`config.mk`:
```
export PLATFORM = sky130hd
export DESIGN_NAME = mibus_arbiter
export DESIGN_NICKNAME = d
export VERILOG_FILES = /design/src/rtl/mibus_arbiter.sv
export SDC_FILE = /design/constraint.sdc
export NUM_CORES = 1
export LEC_CHECK = 0
export ABC_CLOCK_PERIOD_IN_PS = 2410
export BUFFER_PORTS_ARGS = -buffer_cell sky130_fd_sc_hd__buf_2
export CORE_AREA = 4 4 137 139
export CTS_BUF_LIST = sky130_fd_sc_hd__clkbuf_8
export DETAILED_ROUTE_END_ITERATION = 8
export DIE_AREA = 0 0 141 143
export SETUP_SLACK_MARGIN = 0.5
export SLEW_MARGIN = 20
export SYNTH_ARGS = -nofsm -noshare
export SYNTH_HDL_FRONTEND = slang
export SYNTH_SLANG_ARGS = --single-unit
```
`constraint.sdc`:
```
create_clock -name clk -period 2.41 [get_ports clk]
set_clock_uncertainty 0.05 [all_clocks]
set_input_delay 0.482 -clock clk [delete_from_list [all_inputs] [get_ports clk]]
set_output_delay 0.482 -clock clk [all_outputs]
set_load 0.02 [all_outputs]
```
`src/rtl/mibus_arbiter.sv`:
```
// Round-robin MIBus arbiter with burst locking: N_REQ masters share one slave.
// Optional per-requester accepted-beat counters when MIBUS_ARB_STATS_EN is defined.
module mibus_arbiter #(
  parameter int N_REQ     = 4,
  parameter int WIDTH     = 64,
  parameter int MAX_BURST = 8,
  parameter int STAT_W    = 16
) (
  input  logic                     clk,
  input  logic                     rst,
  input  logic [N_REQ*WIDTH-1:0]   m_data,
  input  logic [N_REQ-1:0]         m_valid,
  input  logic [N_REQ*4-1:0]       m_adjust_term,
  output logic [N_REQ-1:0]         m_ctrl_flag,
  output logic [WIDTH-1:0]         s_data,
  output logic                     s_valid,
  output logic [3:0]               s_adjust_term,
  input  logic                     s_ctrl_flag,
  output logic [N_REQ-1:0]         grant_oh,
`ifdef MIBUS_ARB_STATS_EN
  output logic [N_REQ*STAT_W-1:0]  stat_beats,
`endif
  output logic                     busy
);

  localparam int IDX_W  = $clog2(N_REQ);
  localparam int BCNT_W = $clog2(MAX_BURST + 1);
  localparam logic [BCNT_W-1:0] LAST_BEAT = BCNT_W'(MAX_BURST - 1);
  localparam logic [IDX_W-1:0]  LAST_IDX  = IDX_W'(N_REQ - 1);

  typedef enum logic {IDLE, GRANT} state_e;

  state_e              state_q, state_d;
  logic [N_REQ-1:0]    grant_oh_q, grant_oh_d;
  logic [IDX_W-1:0]    g_idx_q, g_idx_d;
  logic [IDX_W-1:0]    rr_ptr_q, rr_ptr_d;
  logic [BCNT_W-1:0]   beat_cnt_q, beat_cnt_d;

  logic                pick_found;
  logic [IDX_W-1:0]    pick_idx;
  logic                xfer;

  assign busy          = (state_q == GRANT);
  assign grant_oh      = grant_oh_q;
  assign s_valid       = busy & m_valid[g_idx_q];
  assign s_data        = busy ? m_data[g_idx_q*WIDTH +: WIDTH] : '0;
  assign s_adjust_term = busy ? m_adjust_term[g_idx_q*4 +: 4] : 4'b0;
  assign m_ctrl_flag   = grant_oh_q & {N_REQ{s_ctrl_flag}};
  assign xfer          = s_valid & s_ctrl_flag;

  // Scan offsets from farthest to nearest so the requester closest to rr_ptr wins.
  always_comb begin
    // NOTE: every combinational output gets a default first so no path can infer a latch.
    pick_found = |m_valid;
    pick_idx   = '0;
    for (int k = N_REQ - 1; k >= 0; k--) begin
      logic [IDX_W:0] cand;
      cand = {1'b0, rr_ptr_q} + (IDX_W + 1)'(k);
      if (cand >= (IDX_W + 1)'(N_REQ)) cand = cand - (IDX_W + 1)'(N_REQ);
      if (m_valid[cand[IDX_W-1:0]]) pick_idx = cand[IDX_W-1:0];
    end
  end

  always_comb begin
    state_d    = state_q;
    grant_oh_d = grant_oh_q;
    g_idx_d    = g_idx_q;
    rr_ptr_d   = rr_ptr_q;
    beat_cnt_d = beat_cnt_q;
    unique case (state_q)
      IDLE: begin
        if (pick_found) begin
          state_d    = GRANT;
          g_idx_d    = pick_idx;
          grant_oh_d = N_REQ'(1) << pick_idx;
          beat_cnt_d = '0;
        end
      end
      GRANT: begin
        if (!m_valid[g_idx_q] || (xfer && beat_cnt_q == LAST_BEAT)) begin
          state_d    = IDLE;
          grant_oh_d = '0;
          beat_cnt_d = '0;
          rr_ptr_d   = (g_idx_q == LAST_IDX) ? '0 : g_idx_q + 1'b1;
        end else if (xfer) begin
          beat_cnt_d = beat_cnt_q + 1'b1;
        end
      end
      default: state_d = IDLE;
    endcase
  end

  always_ff @(posedge clk) begin
    // NOTE: sequential state uses non-blocking assignments so every flop samples pre-edge values.
    if (rst) begin
      state_q    <= IDLE;
      grant_oh_q <= '0;
      g_idx_q    <= '0;
      rr_ptr_q   <= '0;
      beat_cnt_q <= '0;
    end else begin
      state_q    <= state_d;
      grant_oh_q <= grant_oh_d;
      g_idx_q    <= g_idx_d;
      rr_ptr_q   <= rr_ptr_d;
      beat_cnt_q <= beat_cnt_d;
    end
  end

`ifdef MIBUS_ARB_STATS_EN
  logic [STAT_W-1:0] stat_q [N_REQ];
  logic [STAT_W-1:0] stat_d [N_REQ];

  always_comb begin
    for (int i = 0; i < N_REQ; i++) begin
      stat_d[i] = stat_q[i];
      if (xfer && g_idx_q == IDX_W'(i) && stat_q[i] != '1) stat_d[i] = stat_q[i] + 1'b1;
    end
  end

  // NOTE: the counter array is a handful of flops, not a RAM, so it is safe to clear on reset.
  always_ff @(posedge clk) begin
    for (int i = 0; i < N_REQ; i++) begin
      if (rst) stat_q[i] <= '0;
      else     stat_q[i] <= stat_d[i];
    end
  end

  always_comb begin
    for (int i = 0; i < N_REQ; i++) stat_beats[i*STAT_W +: STAT_W] = stat_q[i];
  end
`endif

endmodule

```
### After elaboration in Yosys (flattened, before gate mapping)

Index checks and enable logic that the tools add are counted.

| storage, ports and cells | value |
|---|---|
| bits in registers | 13 |
| latch bits | 0 |
| bits in writable memories | 0 |
| memory bits (read-only) | 0 |
| input port bits | 279 |
| output and inout port bits | 78 |
| logic and storage cells | 74 |
| memories kept | 0 |

| cells by class | value |
|---|---|
| add/subtract/negate cells | 9 |
| multipliers | 0 |
| divide/modulo/power cells | 0 |
| magnitude comparators | 9 |
| equality and inequality tests | 5 |
| shift-type cells | 3 |
| multiplexer cells | 31 |
| bitwise operators | 4 |
| reduce and logical (&&, ||, !) cells | 8 |

Operator list:

| kind | number |
|---|---|
| 256-bit by 9-bit variable part select with 64-bit output | 1 |
| 64-bit two-way mux | 1 |
| 4-bit two-way mux | 6 |
| 2-bit two-way mux | 9 |
| 4-bit one-hot mux with 2 select lines | 2 |
| 16-bit by 5-bit variable part select with 4-bit output | 1 |
| 2-bit by 3-bit < comparator with 1-bit output, second input constant | 5 |
| 1-bit binary-select mux with 2-bit select | 5 |
| 3-bit greater-or-equal comparator, second input constant | 3 |
| 2-bit AND reduction | 4 |
| 2-bit by 1-bit subtractor with 2-bit output, second input constant | 4 |
| 1-bit two-way mux | 7 |
| 2-bit by 2-bit adder with 3-bit output, second input constant | 2 |
| 4-bit by 1-bit adder with 4-bit output, second input constant | 1 |
| 4-bit bitwise AND | 1 |
| 4-bit by 3-bit equality test with 1-bit output, second input constant | 1 |
| 4-bit OR reduction | 1 |
| 1-bit by 2-bit << shifter with 4-bit output, first input constant | 1 |
| 2-bit by 1-bit adder with 3-bit output, second input constant | 1 |
| 2-bit by 3-bit greater-or-equal comparator with 1-bit output, second input constant | 1 |
| 3-bit by 1-bit != test with 1-bit output, second input constant | 1 |
| 2-bit by 1-bit adder with 2-bit output, second input constant | 1 |
| 1-bit bitwise AND | 2 |
| 2-bit equality test, second input constant | 1 |
| 7 further kinds | 7 |

### Longest topological paths before layout

Gate-level depths: netlist of run 1.

| logic depth | value |
|---|---|
| word-level depth | 12 |
| depth in mapped cells | 5 |
| depth with buffers taken out | 4 |

### Least setup slack after synthesis of run 1

No wires, ideal clock.

| timing | value |
|---|---|
| kind | flip-flop to output port |
| from | reg g_idx_q[0] |
| to | out s_adjust_term[3] |
| data arrival time | 1571 ps |
| path slack | 307 ps |
| stages on the path, launching flop included | 5 |
| buffers on the path | 2 |
| path through | dfxtp_1 > clkbuf_1 > buf_2 > mux4_2 > and2_1 |

| on the way | value |
|---|---|
| cells in the longest elaborated chain, start to end | 2 |

RTL lines:

| item | RTL line | RTL |
|---|---|---|
| start, declared | 35 | `logic [IDX_W-1:0] g_idx_q, g_idx_d;` |
| start signal, assigned | 104 | `g_idx_q <= g_idx_d;` |
| 16-bit by 5-bit variable part select with 4-bit output | 47 | `assign s_adjust_term = busy ? m_adjust_term[g_idx_q*4 +: 4] : 4'b0;` |
| 4-bit two-way mux | 47 |  |
| end, declared | 17 | `output logic [3:0] s_adjust_term,` |

Every way passes these cells.

### Worst setup path after layout of run 1

| timing | value |
|---|---|
| from | reg g_idx_q[0] |
| to | out s_data[58] |

| on the way | value |
|---|---|
| cells in the longest elaborated chain, start to end | 2 |

RTL lines:

| item | RTL line | RTL |
|---|---|---|
| 256-bit by 9-bit variable part select with 64-bit output | 46 | `assign s_data = busy ? m_data[g_idx_q*WIDTH +: WIDTH] : '0;` |
| 64-bit two-way mux | 46 |  |
| end, declared | 15 | `output logic [WIDTH-1:0] s_data,` |

Every way passes these cells.

==> results of run 1 <==
==> timing repair <==
item / 4_1_cts / 5_1_grt
cloned: 0 / 7
pin swaps: 0 / 5
endpoints found under the setup margin: 74 / 74
setup buffers: 1 / 4
gates resized for setup: 1 / 175
==> final cells by class <==
cell class,instances,share of cell area [%]
clock inverters,1,0.06621
flip-flops and latches,13,4.745
well taps,229,5.054
inverters,3,0.1986
repair buffers,376,43.92
clock buffers,3,0.7283
multi-input cells,201,45.20
diodes,2,0.08828
==> where the power goes <==
group / leakage (nW) / switching (mW) / internal (mW) / total (mW)
Sequential: 0.108 / 0.0165 / 0.229 / 0.245
Combinational: 2.51 / 0.564 / 0.782 / 1.35
Clock: 0.0269 / 0.0765 / 0.112 / 0.189
==> cells in the mapped netlist, drive strengths merged <==
| library cell | n | share of area [%] |
|---|---|---|
| a22o | 1 | 0.31 |
| a32o | 4 | 1.4 |
| or2 | 1 | 0.22 |
| a21oi | 9 | 1.6 |
| a21o | 1 | 0.27 |
| nor2b | 3 | 0.67 |
| nor3 | 2 | 0.36 |
| nand2b | 3 | 0.67 |
| dfxtp | 13 | 9.3 |
| ha | 2 | 0.90 |
| buf | 10 | 2.0 |
| o22a | 1 | 0.31 |
| xnor2 | 1 | 0.31 |
| mux2i | 2 | 0.72 |
| o21ai | 2 | 0.36 |
| inv | 3 | 0.40 |
| o21a | 1 | 0.27 |
| o22ai | 1 | 0.22 |
| and4 | 1 | 0.31 |
| or4 | 1 | 0.27 |
| o41ai | 1 | 0.31 |
| nand4 | 1 | 0.22 |
| nor2 | 8 | 1.1 |
| clkbuf | 16 | 2.2 |
| nand2 | 4 | 0.54 |
| mux2 | 1 | 0.40 |
| a22oi | 1 | 0.27 |
| and2 | 73 | 16 |
| or3 | 2 | 0.45 |
| nand3 | 2 | 0.36 |
| mux4 | 69 | 56 |
| o221ai | 1 | 0.31 |
| nor4 | 2 | 0.99 |
==> worst max-delay path: stages (launching register included) <==
cell	delay (ps)
dfxtp_4	370
buf_12	140
clkbuf_16	170
mux4_2	530
and2_4	180
buf_6	120
==> cells by family after synthesis <==
kind of cell               synth area share [%]
AOI/OAI and AO/OA                         5.691
DFF                                       9.319
buffers and inverters                     4.525
muxes                                     56.77
xor gates and xnor gates                 0.3137
and+or+nand+nor                           22.49
adders and majority gates                0.8959
==> layout by cell type, fill, tap and decap left out, drive strengths merged, types with 3 or more instances in the layout <==
master | netlist | final
a21oi | 9 | 9
a32o | 4 | 4
and2 | 73 | 73
buf | 10 | 371
clkbuf | 16 | 8
dfxtp | 13 | 13
inv | 3 | 4
mux4 | 69 | 69
nand2 | 4 | 4
nand2b | 3 | 3
nor2 | 8 | 8
nor2b | 3 | 3
==> through the flow <==
step | utilization, % | instance area [um^2] | power [mW]
global placement | 27.64 | 4880 | 1.305
finish | 32.11 | 5669 | 1.780
detailed placement | 27.64 | 4880 | 1.315
global route | 32.11 | 5669 | 1.883
CTS | 27.95 | 4936 | 1.516
floorplan | - | 2879 | 0.8873
==> final timing paths <==
check,to,depth (start not counted),slack (ps)
setup / recovery,s_data[58],5,120
hold / removal,beat_cnt_q[1],2,430
setup reg to reg,beat_cnt_q[3],7,450
hold reg to reg,beat_cnt_q[1],2,430
==> state kept, by name, indices dropped and copies added, names as in the netlist <==
name / count
beat_cnt_q: 4
busy: 1
g_idx_q: 2
grant_oh: 4
rr_ptr_q: 2
==> layer usage <==
metal  vias up  GRT usage (%)  share of wire (%)
met5         -              0              0.081
met4         2          1.428               0.93
met3         8          2.579                8.2
met2       190          22.58                 51
met1      1853          17.02                 39
li1       1690              -                  -
==> summary.txt, run 1 <==
Yosys
  – Flops & latches, synth: 13
  – Post-Syn Nets: 524
  – Warnings, synthesis: 0
  – Avg Cell Area, Syn: 11.49 um^2
  – Mapped Cells: 243
  – Post-synthesis cell type count: 36
  – Sequential share of the synthesized area: about a tenth
  – Synthesized area: 2793 um^2

Die
  – Die ar.: 20160 um^2
  – FP Rows: 49
  – Die X: roughly 140 um
  – Initial core utilization: 15.82%
  – Die height: 143 um
  – Core Area: ~18000 um^2
  – Ports: around 360

Hold path
  – HP Start: beat_cnt_q[1]
  – Min-Delay Path Class: reg -> reg

Cells and area
  – Register Area: 269.0 um^2
  – Finished Layout Cells: 828
  – Nets: about 880
  – Area of the multi-input gates: 2562 um^2
  – Share of cells above drive strength 1: 85.59%
  – Area growth from synthesis to layout: 103.0%
  – Filler instances: 1839

Clock tree
  – Clock latency on the worst-skew pair: 240 ps
  – CTS H-tree depth: 1
  – CTS tree: built
  – # hold bufs at CTS: 0
  – Reg clk slew, reported paths: roughly 60 ps
  – Clock Path Buffers: 2
  – Root Driver: clkbuf_8
  – CTS sink cnt: 13
  – Inserted Clock Buffers: 3

Drt
  – Vias: approximately 3700
  – Initial drt markers: 165
  – Routed Antenna Nets: 0
  – # DRC: 0
  – Via/cell ratio: 4.521
  – Routed len/inst: 19.33 um
  – WL final: roughly 16000 um
  – Pre-antenna DRT Iters: 4

Placed design
  – Port bufs: 356
  – Place WS: 275.1 ps
  – HPWL Detailed: 12670 um
  – Routability cong.: slightly below 0.9
  – Placed Cells: ~800

STA
  – Worst slew pin tran: 347.6 ps
  – # setup viols final: 0
  – Sum of negative setup slack: 0 ps
  – Tmin final: 2290 ps
  – Post-route clock period utilization: 95.02%
  – RSZ-0062 raised after global routing: true
  – Setup WS post-layout: 120.0 ps
  – Slew Limit Fails: 0
  – Hold Vio Cnt, Final: 0
  – Slew HR: roughly three quarters
  – Fmax: 436.7 MHz
  – Worst hold slack: 427.8 ps

Power and ir drop
  – Leak pwr: ~2.6 nW
  – Power per cell area: 313.9 nW/um^2
  – VDD IR-drop max: 0.0002179 V

GRT
  – Largest net degree at the start of global routing: 43
  – Overflow after GRT: 0
  – Antenna violations before repair: 3
  – Gr usage total: 12.88%
  – Number of global-route vias before repair: 3672
  – First-pass GRT wire length: 20710 um

Critical path
  – R2R Path Start: g_idx_q[0]
  – Worst Path Required: 1880 ps
  – Crit path launch: g_idx_q[0]
  – Crit-path max FO: 7
  – Kind of critical path: reg -> out
  – Crit path arrival time: 1760 ps
  – CP Launch Type: register
  – Crit path capture type: primary output

Job
  – MaxCap Viol Count: 0

Run status
  – Run status: finished, final reports clean
No activity file was read; power rests on OpenSTA's default activity.
==> run 2, diff against run 1 <==
--- a/config.mk
+++ b/config.mk
@@ -5,12 +5,14 @@
 export SDC_FILE = /design/constraint.sdc
 export NUM_CORES = 1
 export LEC_CHECK = 0
-export ABC_CLOCK_PERIOD_IN_PS = 2410
+export ABC_CLOCK_PERIOD_IN_PS = 2400
 export BUFFER_PORTS_ARGS = -buffer_cell sky130_fd_sc_hd__buf_2
 export CORE_AREA = 4 4 137 139
 export CTS_BUF_LIST = sky130_fd_sc_hd__clkbuf_8
 export DETAILED_ROUTE_END_ITERATION = 8
 export DIE_AREA = 0 0 141 143
+export GPL_TIMING_DRIVEN = 0
+export REMOVE_ABC_BUFFERS = 1
 export SETUP_SLACK_MARGIN = 0.5
 export SLEW_MARGIN = 20
 export SYNTH_ARGS = -nofsm -noshare
==> constraint.sdc (replaced) <==
create_clock -name clk -period 2.4 [get_ports clk]
set_clock_uncertainty 0.05 [all_clocks]
set_input_delay 0.48 -clock clk [delete_from_list [all_inputs] [get_ports clk]]
set_output_delay 0.48 -clock clk [all_outputs]
set_load 0.02 [all_outputs]
==> summary.txt, run 2 (synthesis results as in run 1) <==
Run status
  – Run status: finished, final reports clean

Critical path
  – CP Launch Type: register
  – Worst Path Required: 1870 ps (about the same)
  – Total buffers and inverters traversed by the critical path: 3 (unchanged)
  – CP max stage cell: mux4_2
  – Crit path capture type: primary output
  – Slowest Stage Delay on Critical Path: 500 ps (-30 ps)
  – Worst-path cell chain: clkbuf_16 > clkbuf_16 > mux4_2 > and2_4 > buf_6
  – Crit path launch: g_idx_q[0]
  – Kind of critical path: reg -> out
  – Crit path arrival time: 1810 ps (+50 ps)
  – Top cell by count, worst path: clkbuf_16
  – Crit-path leading delay family: multiplexers
  – Crit-path max FO: 4 (-3)
  – R2R Path Start: g_idx_q[0]

Drt
  – Pre-antenna DRT Iters: 4 (unchanged)
  – Initial drt markers: 167 (+1.2%)
  – # DRC: 0 (unchanged)
  – Via/cell ratio: 4.596 (+1.7%)
  – Routed len/inst: 21.42 um (+11%)
  – Vias: 3856 (+3.0%)
  – Routed Antenna Nets: 0 (unchanged)
  – WL final: 17970 um (+12%)

GRT
  – Gr usage total: 15.14% (+2.3 points)
  – Number of global-route vias before repair: 3897 (+6.1%)
  – Largest net degree at the start of global routing: 39 (-9.3%)
  – First-pass GRT wire length: 23500 um (+13%)
  – Overflow after GRT: 0 (unchanged)
  – Antenna violations before repair: 1 (-2)

Cells and area
  – Most frequent cells in the layout: buf_2 (297), mux4_2 (69), buf_6 (62)
  – Finished Layout Cells: 839 (+1.3%)
  – Area growth from synthesis to layout: 115.0%
  – Area of the multi-input gates: 2596 um^2 (+1.3%)
  – Share of cells above drive strength 1: 87.68% (+2.1 points)
  – Register Area: 271.5 um^2 (+0.93%)
  – Final core occ: 34.00% (+1.9 points)
  – Filler instances: 1780 (-3.2%)
  – Nets: 891 (+1.4%)
  – Post-route design area: 6003 um^2 (+5.9%)
  – Most common cell after layout, fill and taps aside: buf_2

Die
  – Ports: 357 (unchanged)
  – FP Rows: 49 (unchanged)
  – Initial core utilization: 15.82% (unchanged)
  – Die ar.: 20160 um^2 (unchanged)
  – Core Area: 17660 um^2 (unchanged)
  – Die height: 143 um (unchanged)
  – Die X: 141 um (unchanged)

Clock tree
  – Clock latency on the worst-skew pair: 240 ps (about the same)
  – Inserted Clock Buffers: 3 (unchanged)
  – CTS sink cnt: 13 (unchanged)
  – CTS H-tree depth: 1 (unchanged)
  – # hold bufs at CTS: 0 (unchanged)
  – Root Driver: clkbuf_8
  – Reg clk slew, reported paths: 60 ps (about the same)
  – CTS tree: built
  – Clock Path Buffers: 2 (unchanged)

Power and ir drop
  – Power per cell area: 320.8 nW/um^2 (+2.2%)
  – Power Total: 1.926 mW (+8.2%)
  – Combinational power share: 76.9% (+1.3 points)
  – Leak pwr: 2.783 nW (+5.3%)
  – Sequential share of power: 13.0% (-0.8 points)
  – Int Pwr: 1.214 mW (+8.1%)
  – Clock network fraction of total power: 10.1% (-0.5 points)
  – VDD IR-drop max: 0.0003368 V (+55%)
  – Switching power share of the total: 36.97% (+0.080 points)
  – Switch Pwr: 0.7121 mW (+8.5%)

STA
  – Sum of negative setup slack: 0 ps (unchanged)
  – Post-route clock period utilization: 97.58%
  – Slew HR: 70.64% (-6.0 points)
  – RSZ-0062 raised after global routing: true
  – Slew Limit Fails: 0 (unchanged)
  – Worst hold slack: 446.4 ps (+18.56 ps)
  – Worst slew pin tran: 436.8 ps (+89.16 ps)
  – Hold Vio Cnt, Final: 0 (unchanged)
  – # setup viols final: 0 (unchanged)
  – Fmax: 427.0 MHz
  – Setup WS post-layout: 58.15 ps (-61.89 ps)
  – Tmin final: approximately 2300 ps

Placed design
  – Port bufs: 356 (unchanged)
  – Routability cong.: 0.8661 (-0.14%)
  – Place WS: -60.09 ps (-335.2 ps)
  – HPWL Detailed: 12230 um (-3.5%)
  – Area post-placement: 4832 um^2 (-0.97%)
  – Placed Cells: 805 (-0.62%)

Hold path
  – Min-Delay Path Class: reg -> reg
  – HP Start: beat_cnt_q[1]

Job
  – MaxCap Viol Count: 0 (unchanged)
-- run 2: cell count changes in the layout (fill, tap and decap cells not counted), sizes merged --
cell and delta:
buf +10, bufbuf +1, clkbuf +1, diode -1
-- run 2: worst min-delay path, stage by stage, from the launching register on --
cell,delay [ps]
dfxtp_1,320
nand2_1,80
a21oi_2,50
-- run 2: power by group through the flow --
stage | registers (mW) | logic (mW) | clock network, mW
6_report | 0.250 | 1.48 | 0.194
5_1_grt | 0.253 | 1.57 | 0.207
4_1_cts | 0.261 | 1.21 | 0.199
3_5_place_dp | 0.290 | 1.00 | 0
3_3_place_gp | 0.359 | 0.942 | 0
2_1_floorplan | 0.325 | 0.540 | 0
-- run 2: layer usage --
| metal | vias to the layer above | global-route usage, % | wire (um) |
|---|---|---|---|
| li1 | 1715 | - | - |
| met1 | 1924 | 20.12 | 7405 |
| met2 | 198 | 27.14 | 9204 |
| met3 | 19 | 1.909 | 1138 |
| met4 | 0 | 1.887 | 220 |
| met5 | - | 0 | 0 |
-- run 2: what timing repair did --
item                       in CTS  in global routing
setup endpoints to repair      80                 74
cloned                          7                  6
resized for setup              36                164
pin swaps                       0                 23
buffers inserted               10                  6
-- run 2: path summary, 6_finish.rpt --
kind / endpoint / slack (ps) / cells past startpoint
worst max-delay path: s_data[10] / 60 / 5
worst min-delay path: beat_cnt_q[1] / 450 / 2
worst max register to register: beat_cnt_q[3] / 360 / 7
worst min register to register: beat_cnt_q[1] / 450 / 2
-- run 2: area by class of cell --
| class | instances | share of cell area, % |
|---|---|---|
| well taps | 229 | 4.773 |
| flip-flops and latches | 13 | 4.523 |
| multi-input cells | 201 | 43.25 |
| clock inverters | 1 | 0.06253 |
| inverters | 3 | 0.1876 |
| repair buffers | 388 | 46.48 |
| diodes | 1 | 0.04168 |
| clock buffers | 3 | 0.6878 |
